[config.mk]
export PLATFORM = sky130hd
export DESIGN_NAME = pitch_score_engine
export DESIGN_NICKNAME = d
export VERILOG_FILES = /design/src/rtl/pitch_score_pkg.sv /design/src/rtl/pitch_band_scorer.sv /design/src/rtl/pitch_score_engine.sv
export SDC_FILE = /design/constraint.sdc
export NUM_CORES = 1
export LEC_CHECK = 0
export BUFFER_PORTS_ARGS = -buffer_cell sky130_fd_sc_hd__buf_2
export CAP_MARGIN = 20
export CORE_AREA = 2 2 115 117
export DETAILED_ROUTE_END_ITERATION = 16
export DIE_AREA = 0 0 117 119
export PLACE_DENSITY = 0.68
export SYNTH_ARGS = -nofsm -noshare
export SYNTH_HDL_FRONTEND = slang
export SYNTH_SLANG_ARGS = --single-unit
export TNS_END_PERCENT = 5
[constraint.sdc]
create_clock -name clk -period 5.1 [get_ports clk]
set_input_delay 1.53 -clock clk [delete_from_list [all_inputs] [get_ports clk]]
set_output_delay 1.53 -clock clk [all_outputs]
set_load 0.05 [all_outputs]
[src/rtl/pitch_score_pkg.sv]
// Shared definitions for the pitch scoring engine.
//   state_t    - engine FSM state encoding
//   SCORE_MAX  - best per-frame score (also the penalty saturation value)
//   PEN_W      - width of a penalty / score value
package pitch_score_pkg;

  localparam int PEN_W = 4;
  localparam logic [PEN_W-1:0] SCORE_MAX = 4'd15;

  typedef enum logic [2:0] {
    IDLE,
    LOAD,
    STEP,
    ACCUM,
    DONE
  } state_t;

endpackage

[src/rtl/pitch_band_scorer.sv]
// Band-counting scorer for one sung channel against the reference.
// On load it captures |song - ref| and the tolerance band
// b = max(ref >> BAND_SH, 1). On each step it removes one band from the
// distance and raises the penalty by one. It stops when the remaining
// distance is below one band or the penalty saturates.
// Ports:
//   clk, rst   - clock, synchronous active-high reset
//   load       - capture a new channel (engine is in LOAD)
//   step       - advance one band (engine is in STEP)
//   song_f     - sung frequency of the selected channel
//   ref_f      - reference frequency
//   pen        - current penalty, 0..SCORE_MAX
//   done       - stepping finished, pen is final
//   zero_path  - song_f or ref_f is zero; pen is forced at load
module pitch_band_scorer
  import pitch_score_pkg::*;
#(
  parameter int FREQ_W  = 15,
  parameter int BAND_SH = 5
) (
  input  logic              clk,
  input  logic              rst,
  input  logic              load,
  input  logic              step,
  input  logic [FREQ_W-1:0] song_f,
  input  logic [FREQ_W-1:0] ref_f,
  output logic [PEN_W-1:0]  pen,
  output logic              done,
  output logic              zero_path
);

  logic [FREQ_W-1:0] diff;
  logic [FREQ_W-1:0] band;
  logic [FREQ_W-1:0] abs_diff;
  logic [FREQ_W-1:0] shifted;
  logic [FREQ_W-1:0] band_init;

  // NOTE: every output of a combinational block is assigned on every path
  // (here unconditionally); a missed assignment would infer a latch.
  always_comb begin
    abs_diff  = (song_f >= ref_f) ? (song_f - ref_f) : (ref_f - song_f);
    shifted   = ref_f >> BAND_SH;
    // A small reference would give a zero band and an endless count.
    band_init = (shifted == '0) ? FREQ_W'(1) : shifted;
    zero_path = (song_f == '0) || (ref_f == '0);
    done      = (diff < band) || (pen == SCORE_MAX);
  end

  // NOTE: sequential state uses non-blocking assignments so every register
  // samples the pre-edge values, independent of statement order.
  always_ff @(posedge clk) begin
    if (rst) begin
      diff <= '0;
      band <= FREQ_W'(1);
      pen  <= '0;
    end else if (load) begin
      if (zero_path) begin
        diff <= '0;
        band <= FREQ_W'(1);
        // Silence on both sides is a perfect match; silence on one side only
        // is the worst possible miss.
        pen  <= (song_f == '0 && ref_f == '0) ? '0 : SCORE_MAX;
      end else begin
        diff <= abs_diff;
        band <= band_init;
        pen  <= '0;
      end
    end else if (step && !done) begin
      // Reached only when diff >= band, so this cannot underflow.
      diff <= diff - band;
      pen  <= pen + 1'b1;
    end
  end

endmodule

[src/rtl/pitch_score_engine.sv]
// Pitch scoring engine. It accepts frames of N_CH sung frequencies plus one
// reference, scores each channel 0..15 by the number of tolerance bands
// between song and reference, accumulates 2^LOG2_WIN frames, and then
// publishes the per-channel window average.
// Ports:
//   clk, rst     - clock, synchronous active-high reset
//   song_din     - sung frequencies, channel c at [c*FREQ_W +: FREQ_W]
//   ref_din      - reference frequency
//   frame_valid  - song_din/ref_din hold a frame
//   frame_ready  - engine is idle and accepts a frame
//   score_avg    - per-channel window average, channel c at [c*4 +: 4]
//   score_ready  - one-cycle pulse when score_avg updates
//   frame_count  - frames accumulated in the current window
module pitch_score_engine
  import pitch_score_pkg::*;
#(
  parameter int FREQ_W   = 15,
  parameter int N_CH     = 2,
  parameter int BAND_SH  = 5,
  parameter int LOG2_WIN = 2
) (
  input  logic                   clk,
  input  logic                   rst,
  input  logic [N_CH*FREQ_W-1:0] song_din,
  input  logic [FREQ_W-1:0]      ref_din,
  input  logic                   frame_valid,
  output logic                   frame_ready,
  output logic [N_CH*4-1:0]      score_avg,
  output logic                   score_ready,
  output logic [LOG2_WIN-1:0]    frame_count
);

  localparam int ACC_W = PEN_W + LOG2_WIN;
  localparam int CH_W  = (N_CH > 1) ? $clog2(N_CH) : 1;
  localparam logic [CH_W-1:0] LAST_CH = CH_W'(N_CH - 1);

  state_t                  state;
  logic [N_CH*FREQ_W-1:0]  song_q;
  logic [FREQ_W-1:0]       ref_q;
  logic [CH_W-1:0]         ch;
  logic [ACC_W-1:0]        acc [N_CH];

  logic [FREQ_W-1:0]       song_sel;
  logic [PEN_W-1:0]        pen;
  logic                    scorer_done;
  logic                    zero_path;
  logic [PEN_W-1:0]        frame_score;

  always_comb begin
    song_sel    = song_q[ch*FREQ_W +: FREQ_W];
    frame_score = SCORE_MAX - pen;
  end

  pitch_band_scorer #(
    .FREQ_W  (FREQ_W),
    .BAND_SH (BAND_SH)
  ) u_scorer (
    .clk       (clk),
    .rst       (rst),
    .load      (state == LOAD),
    .step      (state == STEP),
    .song_f    (song_sel),
    .ref_f     (ref_q),
    .pen       (pen),
    .done      (scorer_done),
    .zero_path (zero_path)
  );

  always_ff @(posedge clk) begin
    if (rst) begin
      state       <= IDLE;
      frame_ready <= 1'b1;
      score_avg   <= '0;
      score_ready <= 1'b0;
      frame_count <= '0;
      ch          <= '0;
      song_q      <= '0;
      ref_q       <= '0;
      // NOTE: the accumulators are a handful of flops, not a RAM, so clearing
      // them in reset is cheap; a window must never start from stale sums.
      for (int i = 0; i < N_CH; i++) acc[i] <= '0;
    end else begin
      score_ready <= 1'b0;
      case (state)
        IDLE: begin
          if (frame_valid && frame_ready) begin
            song_q      <= song_din;
            ref_q       <= ref_din;
            ch          <= '0;
            frame_ready <= 1'b0;
            state       <= LOAD;
          end
        end

        LOAD: state <= zero_path ? ACCUM : STEP;

        STEP: if (scorer_done) state <= ACCUM;

        ACCUM: begin
          acc[ch] <= acc[ch] + {{LOG2_WIN{1'b0}}, frame_score};
          if (ch != LAST_CH) begin
            ch    <= ch + 1'b1;
            state <= LOAD;
          end else if (frame_count == '1) begin
            state <= DONE;
          end else begin
            frame_count <= frame_count + 1'b1;
            frame_ready <= 1'b1;
            state       <= IDLE;
          end
        end

        DONE: begin
          // The upper four accumulator bits are the sum divided by the
          // window length.
          for (int i = 0; i < N_CH; i++) begin
            score_avg[i*4 +: 4] <= acc[i][LOG2_WIN +: 4];
            acc[i]              <= '0;
          end
          frame_count <= '0;
          score_ready <= 1'b1;
          frame_ready <= 1'b1;
          state       <= IDLE;
        end

        default: begin
          frame_ready <= 1'b1;
          state       <= IDLE;
        end
      endcase
    end
  end

endmodule

Word level (Yosys, flattened, before mapping)
Memories as Yosys holds them, arrays and structs flattened. A register that Yosys moved wholly into a read port is not among the register bits.
Cells that the tools add are included.
- flip-flop bits (word level): 87
- bits in writable memories: 12
- bits of input ports: 48
- output and inout bits: 12
- logic and storage cells: 96
- memories kept: 1
- memories (memory ; depth ; width ; rd ports ; clocked after memory_dff ; write ports ; RTL line ; RTL):
    acc ; 2 ; 6 ; 3 ; 3 ; 2 ; pitch_score_engine.sv:41 ; logic [ACC_W-1:0] acc [N_CH];
- add/sub/neg operators: 8
- multiply operators: 1
- magnitude comparators: 2
- eq/ne operators: 10
- shifts and indexed selects: 1
- muxes and demuxes: 40
- bitwise gates (word level): 3
- reduce and logical (&&, ||, !) cells: 20
- operator list (operator ; count):
    two-way mux 15 bit ; 5
    zero test 15 bit ; 3
    subtractor 15 bit ; 3
    indexed part select 30 x 6 -> 15 bit ; 1
    two-way mux 6 bit ; 3
    two-way mux 1 bit ; 17
    two-way mux 4 bit ; 4
    >= comparator 15 bit ; 1
    less-than comparator 15 bit ; 1
    two-way mux 3 bit ; 4
    one-hot mux 3 bit (4 select lines) ; 1
    two-way mux 10 bit ; 1
    != test 2 bit (second input constant) ; 4
    adder 6 x 4 -> 6 bit ; 1
    == test 3 x 2 -> 1 bit (second input constant) ; 2
    AND reduction 2 bit ; 3
    nonzero test 2 bit ; 3
    OR reduction 6 bit ; 1
    multiplier 1 x 4 -> 5 bit (second input constant) ; 1
    adder 4 x 1 -> 4 bit (second input constant) ; 1
    == test 4 bit (second input constant) ; 1
    two-way mux 2 bit ; 2
    one-hot mux 2 bit (2 select lines) ; 1
    AND reduction 4 bit ; 1
    other kinds (16) ; 20

Logic depth before layout (Yosys ltp)
Gate-level depths: netlist of run 1.
- depth after elaboration: 7
- depth in mapped cells: 17
- depth with buffers taken out: 14

Cells and area by module
Synthesis of run 1 repeated with hierarchy kept, for this count alone.
- cells, all modules: 778
- area, all modules: 6411.1 um2
- by module, submodules not included (module ; instances ; cells each ; area an instance (um2) ; seq. area each (um2)):
    pitch_band_scorer ; 1 ; 440 ; 3294.4 ; 580.6
    pitch_score_engine ; 1 ; 338 ; 3116.7 ; 1601.5

Worst setup path after synthesis of run 1
No wires, ideal clock.
- path type: register -> register
- from: register ch
- to: register u_scorer.diff[4]
- library setup time: 0.131 ns
- arrival: 3.847 ns
- data required time: 4.969 ns
- path slack: 1.122 ns
- cell stages (with the launch flop): 16
- path buffers: 4
- clock period less this slack: 3.978 ns
- path through: dfxtp_1 clkbuf_1 buf_1 clkbuf_1 mux2i_1 inv_1 ha_1 buf_2 nand2_1 or4_4 a31o_2 nand2_4 mux2_2 a31oi_1 mux2i_1 o31ai_1
- cells in the longest elaborated chain, start to end: 6
- elaborated cells on any way between the ends: 10
- classes of those cells: add/sub (2); mul (1); order compare (1); shift (1); mux (3); reduce/logical (2)
- ends and longest elaborated chain (element ; RTL line ; RTL):
    start, declared ; pitch_score_engine.sv:40 ; logic [CH_W-1:0] ch;
    start signal, assigned ; pitch_score_engine.sv:102 ; ch <= ch + 1'b1;
    multiplier 1 x 4 -> 5 bit * ; pitch_score_engine.sv:50 ; song_sel = song_q[ch*FREQ_W +: FREQ_W];
    indexed part select 30 x 6 -> 15 bit * ; pitch_score_engine.sv:50 ;
    subtractor 15 bit (tied with other cells) ; pitch_band_scorer.sv:41 ; abs_diff = (song_f >= ref_f) ? (song_f - ref_f) : (ref_f - song_f);
    two-way mux 15 bit / logical OR 1 bit (equally long branches) ; pitch_band_scorer.sv:41, pitch_band_scorer.sv:45 ;
    two-way mux 15 bit * ; pitch_band_scorer.sv:57 ; if (zero_path) begin
    two-way mux 15 bit * ; pitch_band_scorer.sv:56 ; end else if (load) begin
    end signal, assigned ; pitch_band_scorer.sv:64 ; diff <= abs_diff;
    end signal, assigned ; pitch_band_scorer.sv:70 ; diff <= diff - band;
    end, declared ; pitch_band_scorer.sv:32 ; logic [FREQ_W-1:0] diff;
Mark *: on every way between the ends. The rest lies on a longest branch, timed or not.
A chain may end at the register's enable or synchronous reset.

Worst setup path in the final report of run 1
- from: register ch
- to: register u_scorer.diff[6]
The elaborated chain is that of the path after synthesis.

==> results of run 1 <==
==> cells in the mapped netlist (8+ instances only) <==
master                       n
sky130_fd_sc_hd__nand2b_1   10
sky130_fd_sc_hd__dfxtp_1    91
sky130_fd_sc_hd__nor3_1     13
sky130_fd_sc_hd__mux2i_1    27
sky130_fd_sc_hd__xnor2_1    20
sky130_fd_sc_hd__nand3_1    13
sky130_fd_sc_hd__nand2_1   125
sky130_fd_sc_hd__nor2_1     43
sky130_fd_sc_hd__inv_1      50
sky130_fd_sc_hd__clkbuf_1   32
sky130_fd_sc_hd__a21oi_1   101
sky130_fd_sc_hd__a22o_1      8
sky130_fd_sc_hd__xor2_1     10
sky130_fd_sc_hd__a21o_1      9
sky130_fd_sc_hd__edfxtp_1   12
sky130_fd_sc_hd__ha_1       49
sky130_fd_sc_hd__nand4_1     8
sky130_fd_sc_hd__o21ai_0    25
sky130_fd_sc_hd__o21a_1      8
sky130_fd_sc_hd__nor2b_1     9
==> worst min-delay path by stage <==
stage,startpoint,slack (ns),cells after the start,endpoint
4_1_cts,u_scorer.band[5],0.45,2,u_scorer.band[5]
5_1_grt,u_scorer.band[3],0.47,2,u_scorer.band[3]
3_3_place_gp,u_scorer.band[5],0.44,2,u_scorer.band[5]
3_5_place_dp,u_scorer.band[5],0.44,2,u_scorer.band[5]
2_1_floorplan,u_scorer.band[9],0.43,2,u_scorer.band[9]
6_report,u_scorer.band[3],0.46,2,u_scorer.band[3]
==> power by group through the flow <==
stage / combinational [mW] / sequential, mW / clock (mW)
after floorplan: 2.16 / 1.08 / 0
after global placement: 2.72 / 1.12 / 0
after global routing: 3.09 / 1.13 / 0.734
final: 2.79 / 1.11 / 0.684
after CTS: 2.76 / 1.11 / 0.695
after detailed placement: 2.74 / 1.13 / 0
==> metrics by stage <==
| stage | hold slack (ns) | total power [mW] |
|---|---|---|
| after CTS | 0.4543 | 4.570 |
| after global routing | 0.4720 | 4.958 |
| after detailed placement | 0.4440 | 3.871 |
| after global placement | 0.4410 | 3.846 |
| after floorplan | 0.4319 | 3.234 |
| final | 0.4569 | 4.586 |
==> cell type report <==
type	count	area (sq um)	area share, %
clock inverter	7	61.31	0.8830
timing repair buffer	64	332.8	4.794
tap	176	220.2	3.172
inverter	50	187.7	2.703
multi-input combinational	570	3734	53.78
sequential	103	2182	31.43
clock buffer	9	225.2	3.244
==> cells by family after synthesis <==
group / after synthesis
adder cells (fa/ha/maj): 53
flip-flops: 103
AO/OA/AOI/OAI: 198
buffers and inverters: 89
AND/OR/NAND/NOR: 254
multiplexers: 35
XOR/XNOR: 30
==> worst max-delay path, delay by kind of cell, from the launching register on <==
kind                       cells  cell delay (ns)
AOI/OAI and AO/OA              4             0.87
adders and majority gates      1             0.35
buffers and inverters          2             0.44
DFF                            1             0.50
muxes                          2             0.83
and+or+nand+nor                4             1.07
==> cells in the final DEF (no fill, tap or decap), drive strengths merged, types with 4 or more instances in the layout <==
master    n
mux2i    27
edfxtp   12
a21oi   101
nand4     9
nor2     44
and3      4
xnor2    20
inv      55
o21ai    27
o221ai    4
or3       4
nor4      4
a31oi     5
nand3    13
nor2b     9
buf      64
a21o      9
o21a      8
ha       49
nor3     13
a21boi    4
a22o      8
fa        4
mux2      8
nand2b   10
xor2     10
nand2   126
or4       5
clkbuf    9
dfxtp    91
==> registers in the layout, indices dropped and copies added, names as in the netlist, 2 cells and up, named ones only <==
name,flops
song_q,30
ref_q,15
frame_count,2
u_scorer.diff,15
acc,12
score_avg,8
u_scorer.pen,4
u_scorer.band,10
state,3
==> per-layer routing <==
metal,vias to the layer above,GRT usage [%],routed length (um),part of all wire [%]
met4,0,9.632,450,2.7
met3,29,3.969,664,4.1
li1,2723,-,-,-
met1,2614,32.78,7381,45
met5,-,0,0,0
met2,129,40.46,7873,48
==> impl_metrics.tcl, run 1 <==
set metrics [dict create \
    outcome "complete, no violations" \
    final_period_minus_worst_setup_slack_ns 4.221 \
    power.ir.vdd_worst_mv 0.2838 \
    yosys-top-cells-area "sky130_fd_sc_hd__dfxtp_1, sky130_fd_sc_hd__ha_1, sky130_fd_sc_hd__a21oi_1, sky130_fd_sc_hd__nand2_1, sky130_fd_sc_hd__edfxtp_1" \
    clock_sinks 103 \
    slowest_stage "sky130_fd_sc_hd__nor2_2" \
    final_layout_size_suffix_gt1_share_pct 12.45 \
    fp.dieArea_sq_mm 0.01392 \
    worst_skew_pair.late_latency_ns 0.36 \
    root_buffer "sky130_fd_sc_hd__clkbuf_16" \
    post-place-cells 963 \
    timing.critical_path.cells "buf_4, mux2i_1, inv_1, ha_1, nor2b_1, o31a_1, o221ai_2, a31oi_2, nor2_2, mux2_4, or3_1, a31oi_1, nor3_1" \
    stdcell_count 979 \
    cts_repair_resize_count 0 \
    final-hold-violation-count 0 \
    final.period_utilization_pct 82.76 \
    rows 42 \
    r2r.worst_path.cells 13 \
    tritoncts "built" \
    synth_compound_gate_area_share_pct 19.63 \
    most_used_dff_post_synth "sky130_fd_sc_hd__dfxtp_1" \
    ys.warnings.count 0 \
    synthDominantCellAreaShare_pct 29.11 \
    ys_async_sr_fraction_pct 0 \
    path_class "flop to flop" \
    drt-vias-per-instance 5.613 \
    die_extent_in_y_um 119 \
    dr.first_iter.drc_count 375 \
    clk_path_buf_depth 2 \
    tightestPinTransition_ns 0.9833 \
    grt_pass1_wl_um 27120 \
    post_synth_xor_area_fraction_pct 4.198 \
    path_max_fanout 17 \
    post_cts_buffers 0 \
    slew_violations 0 \
    total_leakage_power_nw 2.893 \
    internal_power_mw 2.452 \
    setup.worst_path.start "ch" \
    yosys.area.top_type "sky130_fd_sc_hd__dfxtp_1" \
    design.portCount 60 \
    syn2layout_area_growth_pct 10.94 \
    postSynthCellCount 762 \
    hold_buffers 0 \
    postSynthAreaPerCell_sq_um 8.213 \
    area_of_the_core_sq_mm 0.01287 \
    start_util_pct 48.61 \
    grt_overflow_total 0 \
    detailed_place.area_sq_mm 0.006656 \
    synth_cell_type_count 71 \
    power.switching_mw 2.133 \
    worstSetupEndpointType "flop" \
    chipWidth_um 117 \
    grt_setup_unrepaired "false" \
    post_synth_mux_area_share_pct 5.818 \
    synthSimpleGateAreaFrac_pct 18.83 \
    r2r-start "ch" \
    synth-edff-count 12 \
    cts.reportedPaths.clkPinSlew_ns 0.07 \
    global_route.usage.total_pct 24.85 \
    vias_in_the_first_global_route 5328 \
    sequentialPowerShare_pct 24.3 \
    fin_setup_tns_ns 0 \
    combinational_family_with_the_most_area_after_synthesis "compound AO/OA/AOI/OAI gates" \
    syn-cell-area_sq_mm 0.006259 \
    filler_cell_count 1232 \
    holdCritPathClass "flop to flop" \
    drt.antenna.violating_nets 0 \
    dpl_hpwl_um 12490 \
    setup_violations 0 \
    final_area_sq_mm 0.006943 \
    routability_driven_placement_congestion_ratio 0.9329 \
    grt_start_max_net_pins 81 \
    route.detailed.wl_per_inst_um 16.72 \
    worst-endpoint-arrival_ns 4.43 \
    yosys_register_bits 103 \
    drc_errors 0 \
    pre_cts_ws_ns 0.9333 \
    h-tree-depth 3 \
    critical_path_required_time_ns 5.31 \
    final_critical_path_setup_slack_ns 0.8792 \
    sw_frac_of_total_pct 46.52 \
    post_synthesis_share_of_cell_area_spent_on_full_adders_half_adders_and_majority_gates_pct 11.08 \
    number_of_nets_in_the_finished_design 899 \
    routed_wl_um 16370 \
    syn-num-nets 863 \
    final_core_utilization_pct 53.93 \
    rr_endpoint "u_scorer.diff[6]" \
    worst_clock_skew_ns 0.006731 \
    rrSetupSlack_ns 0.88 \
    ys_seq_area_share_pct 34.87 \
    highest_cell_delay_on_the_worst_timing_path_ns 0.54 \
    antennaDiodeCount 0 \
    fmax_ghz 0.2369 \
    power_frac_comb_pct 60.8 \
    via_count 5495 \
    total_power_per_unit_cell_area_mw_per_mm2 660.5 \
    detail_route.first_pass.iterations 5 \
    clockPowerShare_pct 14.9 \
    cts_inserted_buffers 9 \
    worst_setup_path_endpoint "u_scorer.diff[6]" \
    port_buffers 59 \
    antenna_found_initial 0 \
    slew-limit-headroom_pct 33.76 \
    setup.worst_path.start_class "flop" \
    max_cap_viol_count 0 \
]
(Power assumes the default switching activity.)
==> run 2, diff against run 1 <==
PLACE_DENSITY = 0.71   (was 0.68)
clock period = 3.48 ns   (was 5.1 ns; I/O delays follow)
==> run 2 against run 1 <==
Compared with the run above: clock skew increased by 0.0045 ns; largest cell class unchanged; non-clock buffer count is 28 higher; via count grew 1.7%.
==> impl_metrics.tcl, run 2 (synthesis results as in run 1) <==
set metrics [dict create \
    grt_overflow_total 0 \
    h-tree-depth 3 \
    routability_driven_placement_congestion_ratio 1.002 \
    power.ir.vdd_worst_mv 0.4139 \
    routed_wl_um 16180 \
    worstHoldStart "u_scorer.band[1]" \
    final_layout_size_suffix_gt1_share_pct 16.37 \
    post-place-cells 989 \
    path_max_fanout 11 \
    layout.cells.most_common "sky130_fd_sc_hd__nand2_1" \
    holdCritPathClass "flop to flop" \
    r2r-start "ch" \
    tritoncts "built" \
    total_leakage_power_nw 3.048 \
    final_area_sq_mm 0.007257 \
    pre_cts_ws_ns 0.1353 \
    cts_inserted_buffers 9 \
    seq_area_sq_mm 0.002183 \
    fp.dieArea_sq_mm 0.01392 \
    start_util_pct 48.61 \
    slew_violations 0 \
    clock_sinks 103 \
    critical_path_required_time_ns 3.75 \
    die_extent_in_y_um 119 \
    path_class "flop to flop" \
    outcome "complete, no violations" \
    chipWidth_um 117 \
    setup_violations 0 \
    dpl_hpwl_um 12030 \
    area_of_the_core_sq_mm 0.01287 \
    detailed_place.area_sq_mm 0.006868 \
    slew-limit-headroom_pct 36.10 \
    fmax_ghz 0.2995 \
    global_route.usage.total_pct 23.72 \
    worst-endpoint-arrival_ns 3.61 \
    multi_input_area_sq_mm 0.003792 \
    top_flop_regs "song_q x30, ref_q x15, u_scorer.diff x15" \
    final.period_utilization_pct 95.94 \
    total_power_per_unit_cell_area_mw_per_mm2 962.6 \
    grt_start_max_net_pins 47 \
    grt_pass1_wl_um 26250 \
    worstSetupEndpointType "flop" \
    number_of_nets_in_the_finished_design 927 \
    filler_cell_count 1191 \
    dr.first_iter.drc_count 468 \
    setup.worst_path.start "ch" \
    worst_clock_skew_ns 0.01125 \
    max_cap_viol_count 0 \
    setup.worst_path.start_class "flop" \
    port_buffers 59 \
    cts.reportedPaths.clkPinSlew_ns 0.07 \
    rows 42 \
    largest_register_ff_count 30 \
    detail_route.first_pass.iterations 6 \
    totalPowerFinal_mw 6.986 \
    antenna_found_initial 0 \
    drc_errors 0 \
    clk_path_buf_depth 2 \
    drt-vias-per-instance 5.548 \
    vias_in_the_first_global_route 5322 \
    most-common-layout-cells "sky130_fd_sc_hd__nand2_1, sky130_fd_sc_hd__a21oi_1, sky130_fd_sc_hd__dfxtp_1" \
    stdcell_count 1007 \
    worst_skew_pair.late_latency_ns 0.36 \
    final-hold-violation-count 0 \
    antennaDiodeCount 0 \
    syn2layout_area_growth_pct 15.95 \
    root_buffer "sky130_fd_sc_hd__clkbuf_16" \
    route.detailed.wl_per_inst_um 16.07 \
    regMostFlops "song_q" \
    final_critical_path_setup_slack_ns 0.1414 \
    drt.antenna.violating_nets 0 \
    tightestPinTransition_ns 0.9484 \
    final_period_minus_worst_setup_slack_ns 3.339 \
    design.portCount 60 \
    via_count 5587 \
]
==> run 2: final cells by class <==
class                      count  area share, %
inverter                      50          2.586
clock buffer                  11          3.500
tap                          176          3.034
clock inverter                 5         0.6379
timing repair buffer          92          7.897
sequential                   103          30.09
multi-input combinational    570          52.26
==> run 2: worst max-delay path, cell delays in order (launching register included) <==
cell                       delay (ns)
sky130_fd_sc_hd__dfxtp_2         0.38
sky130_fd_sc_hd__buf_12          0.16
sky130_fd_sc_hd__mux2i_2         0.25
sky130_fd_sc_hd__inv_1           0.09
sky130_fd_sc_hd__ha_1            0.36
sky130_fd_sc_hd__nand4_4         0.11
sky130_fd_sc_hd__or4_4           0.58
sky130_fd_sc_hd__a31oi_4         0.23
sky130_fd_sc_hd__nor2_2          0.08
sky130_fd_sc_hd__buf_4           0.16
sky130_fd_sc_hd__o311ai_0        0.34
sky130_fd_sc_hd__o211ai_1        0.18
sky130_fd_sc_hd__xnor2_1         0.16
sky130_fd_sc_hd__o31ai_1         0.18
==> run 2: what timing repair did <==
| item | CTS | global route |
|---|---|---|
| gates resized for setup | 0 | 12 |
| hold buffers | 0 | 0 |
| buffers inserted | 0 | 1 |
| endpoints found under the setup margin | 0 | 3 |
==> run 2: layer usage <==
metal  wire length [um]  global-route usage [%]  part of all wire, %  up-vias
li1                   -                       -                    -     2775
met2               7803                   38.33                   48      139
met5                  0                       0                    0        -
met4                413                   8.015                  2.6        0
met3                662                   5.293                  4.1       31
met1               7304                   31.13                   45     2642
==> run 2: worst paths after layout <==
check / endpoint / slack, ns / depth (start not counted)
max: u_scorer.diff[14] / 0.14 / 13
min: u_scorer.band[1] / 0.45 / 2
max reg2reg: u_scorer.diff[14] / 0.14 / 13
min reg2reg: u_scorer.band[1] / 0.45 / 2
==> run 2: report_power, final <==
part	internal (mW)	switching (mW)	leakage [nW]	total [mW]
sequential	1.43	0.197	0.866	1.63
clock	0.542	0.482	0.148	1.02
combinational	1.88	2.45	2.03	4.33
==> run 2: stage by stage <==
step	hold slack [ns]	util, %	TNS, ns
floorplan	0.4319	-	0
global placement	0.4394	53.34	0
detailed placement	0.4449	53.34	0
CTS	0.4550	55.68	0
global route	0.4670	56.37	-0.07015
finish	0.4512	56.37	0
==> run 3, diff against run 2 <==
BUFFER_PORTS_ARGS = -buffer_cell sky130_fd_sc_hd__clkbuf_2   (was -buffer_cell sky130_fd_sc_hd__buf_2)
CORE_AREA = 2 2 121 112   (was 2 2 115 117)
DIE_AREA = 0 0 123 114   (was 0 0 117 119)
==> run 3 against run 2 <==
Compared with the run above: sequential power hardly changed; wire length is 6.0% lower; setup slack hardly changed; fmax hardly changed; cell area is 0.29% lower; worst hold slack better by 0.0033 ns; critical path depth is 1 lower; non-clock buffer count stayed put; largest cell class unchanged; first-iteration DRC count is 2.8% higher; register-to-register slack hardly changed; critical endpoint is now u_scorer.diff[4]; total power is 0.95% lower.
==> impl_metrics.tcl, run 3 (synthesis results as in run 1) <==
set metrics [dict create \
    total_leakage_power_nw 3.042 \
    port_buffers 59 \
    dr.first_iter.drc_count 481 \
    path_class "flop to flop" \
    antennaDiodeCount 0 \
    clock_sinks 103 \
    highest_cell_delay_on_the_worst_timing_path_ns 0.57 \
    syn2layout_area_growth_pct 15.61 \
    tritoncts "built" \
    via_count 5404 \
    path_max_fanout 10 \
    dpl_hpwl_um 11520 \
    totalPowerFinal_mw 6.919 \
    power.ir.vdd_worst_mv 0.5155 \
    layout.cells.most_common "sky130_fd_sc_hd__nand2_1" \
    pre_cts_ws_ns 0.1197 \
    most-common-layout-cells "sky130_fd_sc_hd__nand2_1, sky130_fd_sc_hd__a21oi_1, sky130_fd_sc_hd__dfxtp_1" \
    timing.critical_path.cells "buf_12, mux2i_1, inv_1, ha_1, nand4_4, or4_4, a31o_2, nand2_4, mux2_2, a31oi_2, mux2i_1, o31ai_1" \
    regMostFlops "song_q" \
    global_route.usage.total_pct 22.10 \
    grt_pass1_wl_um 24550 \
    setup_violations 0 \
    slew-limit-headroom_pct 34.33 \
    chipWidth_um 123 \
    worst_hold_slack_ns 0.4545 \
    critical_path_required_time_ns 3.71 \
    outcome "complete, no violations" \
    vias_in_the_first_global_route 4955 \
    number_of_nets_in_the_finished_design 927 \
    max_cap_viol_count 0 \
    cpMostUsedCell "sky130_fd_sc_hd__mux2i_1" \
    hold_buffers 0 \
    drt-vias-per-instance 5.409 \
    detail_route.first_pass.iterations 5 \
    area_of_the_core_sq_mm 0.01291 \
    holdCritPathClass "flop to flop" \
    fmax_ghz 0.2995 \
    worstSetupEndpointType "flop" \
    routed_wl_um 15210 \
    top_flop_regs "song_q x30, ref_q x15, u_scorer.diff x15" \
    design.portCount 60 \
    worst_clock_skew_ns 0.007123 \
    h-tree-depth 3 \
    total_power_per_unit_cell_area_mw_per_mm2 956.3 \
    final_layout_size_suffix_gt1_share_pct 16.85 \
    final-hold-violation-count 0 \
    drc_errors 0 \
    cts.reportedPaths.clkPinSlew_ns 0.07 \
    final_period_minus_worst_setup_slack_ns 3.338 \
    slew_violations 0 \
    drt.antenna.violating_nets 0 \
    final_critical_path_setup_slack_ns 0.1415 \
    fin_setup_tns_ns 0 \
    clk_path_buf_depth 2 \
    largest_register_ff_count 30 \
    start_util_pct 48.47 \
    route.detailed.wl_per_inst_um 15.22 \
    worst_skew_pair.late_latency_ns 0.35 \
    root_buffer "sky130_fd_sc_hd__clkbuf_16" \
    cts_inserted_buffers 9 \
    routability_driven_placement_congestion_ratio 0.9485 \
    antenna_found_initial 0 \
    slowest_stage "sky130_fd_sc_hd__or4_4" \
    fp.dieArea_sq_mm 0.01402 \
    rows 40 \
    die_extent_in_y_um 114 \
    grt_overflow_total 0 \
    worst-endpoint-arrival_ns 3.57 \
    grt_start_max_net_pins 47 \
    setup.worst_path.start_class "flop" \
    tightestPinTransition_ns 0.9748 \
    final.period_utilization_pct 95.93 \
]
## run 3: what timing repair did
action                     in CTS  in global routing
gates resized for setup         0                 14
setup buffers                   0                  3
setup endpoints to repair       0                  6
## run 3: path summary, 6_finish.rpt
check	from	end	depth (start not counted)	slack [ns]
worst max-delay path	ch	u_scorer.diff[4]	12	0.14
worst min-delay path	u_scorer.band[7]	u_scorer.band[7]	2	0.45
worst max register to register	ch	u_scorer.diff[4]	12	0.14
worst min register to register	u_scorer.band[7]	u_scorer.band[7]	2	0.45
## run 3: layout make-up
cell class / count / area (sq um)
clock inverter: 6 / 62.56
sequential: 103 / 2182
timing repair buffer: 92 / 555.5
inverter: 50 / 187.7
multi-input combinational: 570 / 3799
clock buffer: 10 / 239.0
fill: 1213 / 5677
tap: 168 / 210.2
## run 3: worst max-delay path: cells and delay by family (launching register included)
kind	cells	cell delay (ns)
adder cells (fa/ha/maj)	1	0.37
AND/OR/NAND/NOR	3	0.84
buffers and inverters	2	0.22
multiplexers	3	0.80
AO/OA/AOI/OAI	3	0.58
flip-flops	1	0.38
## run 3: metrics by stage
stage | cells | utilization, % | cell area, sq um
floorplan | 762 | - | 6275
global placement | 980 | 53.05 | 6850
detailed placement | 980 | 53.05 | 6850
CTS | 996 | 55.39 | 7152
global route | 999 | 56.04 | 7236
finish | 999 | 56.04 | 7236
## run 3: metal layers
layer	up-vias	track usage (%)	share of wire (%)
met5	-	0	0
met4	0	5.682	1.2
met3	18	4.450	4.7
met2	145	34.14	45
met1	2463	31.53	49
li1	2778	-	-
## run 3: power by group
part | total, mW | switching [mW] | leakage [nW] | internal, mW
Clock | 1.00 | 0.479 | 0.148 | 0.524
Sequential | 1.63 | 0.199 | 0.866 | 1.43
Combinational | 4.29 | 2.39 | 2.03 | 1.89
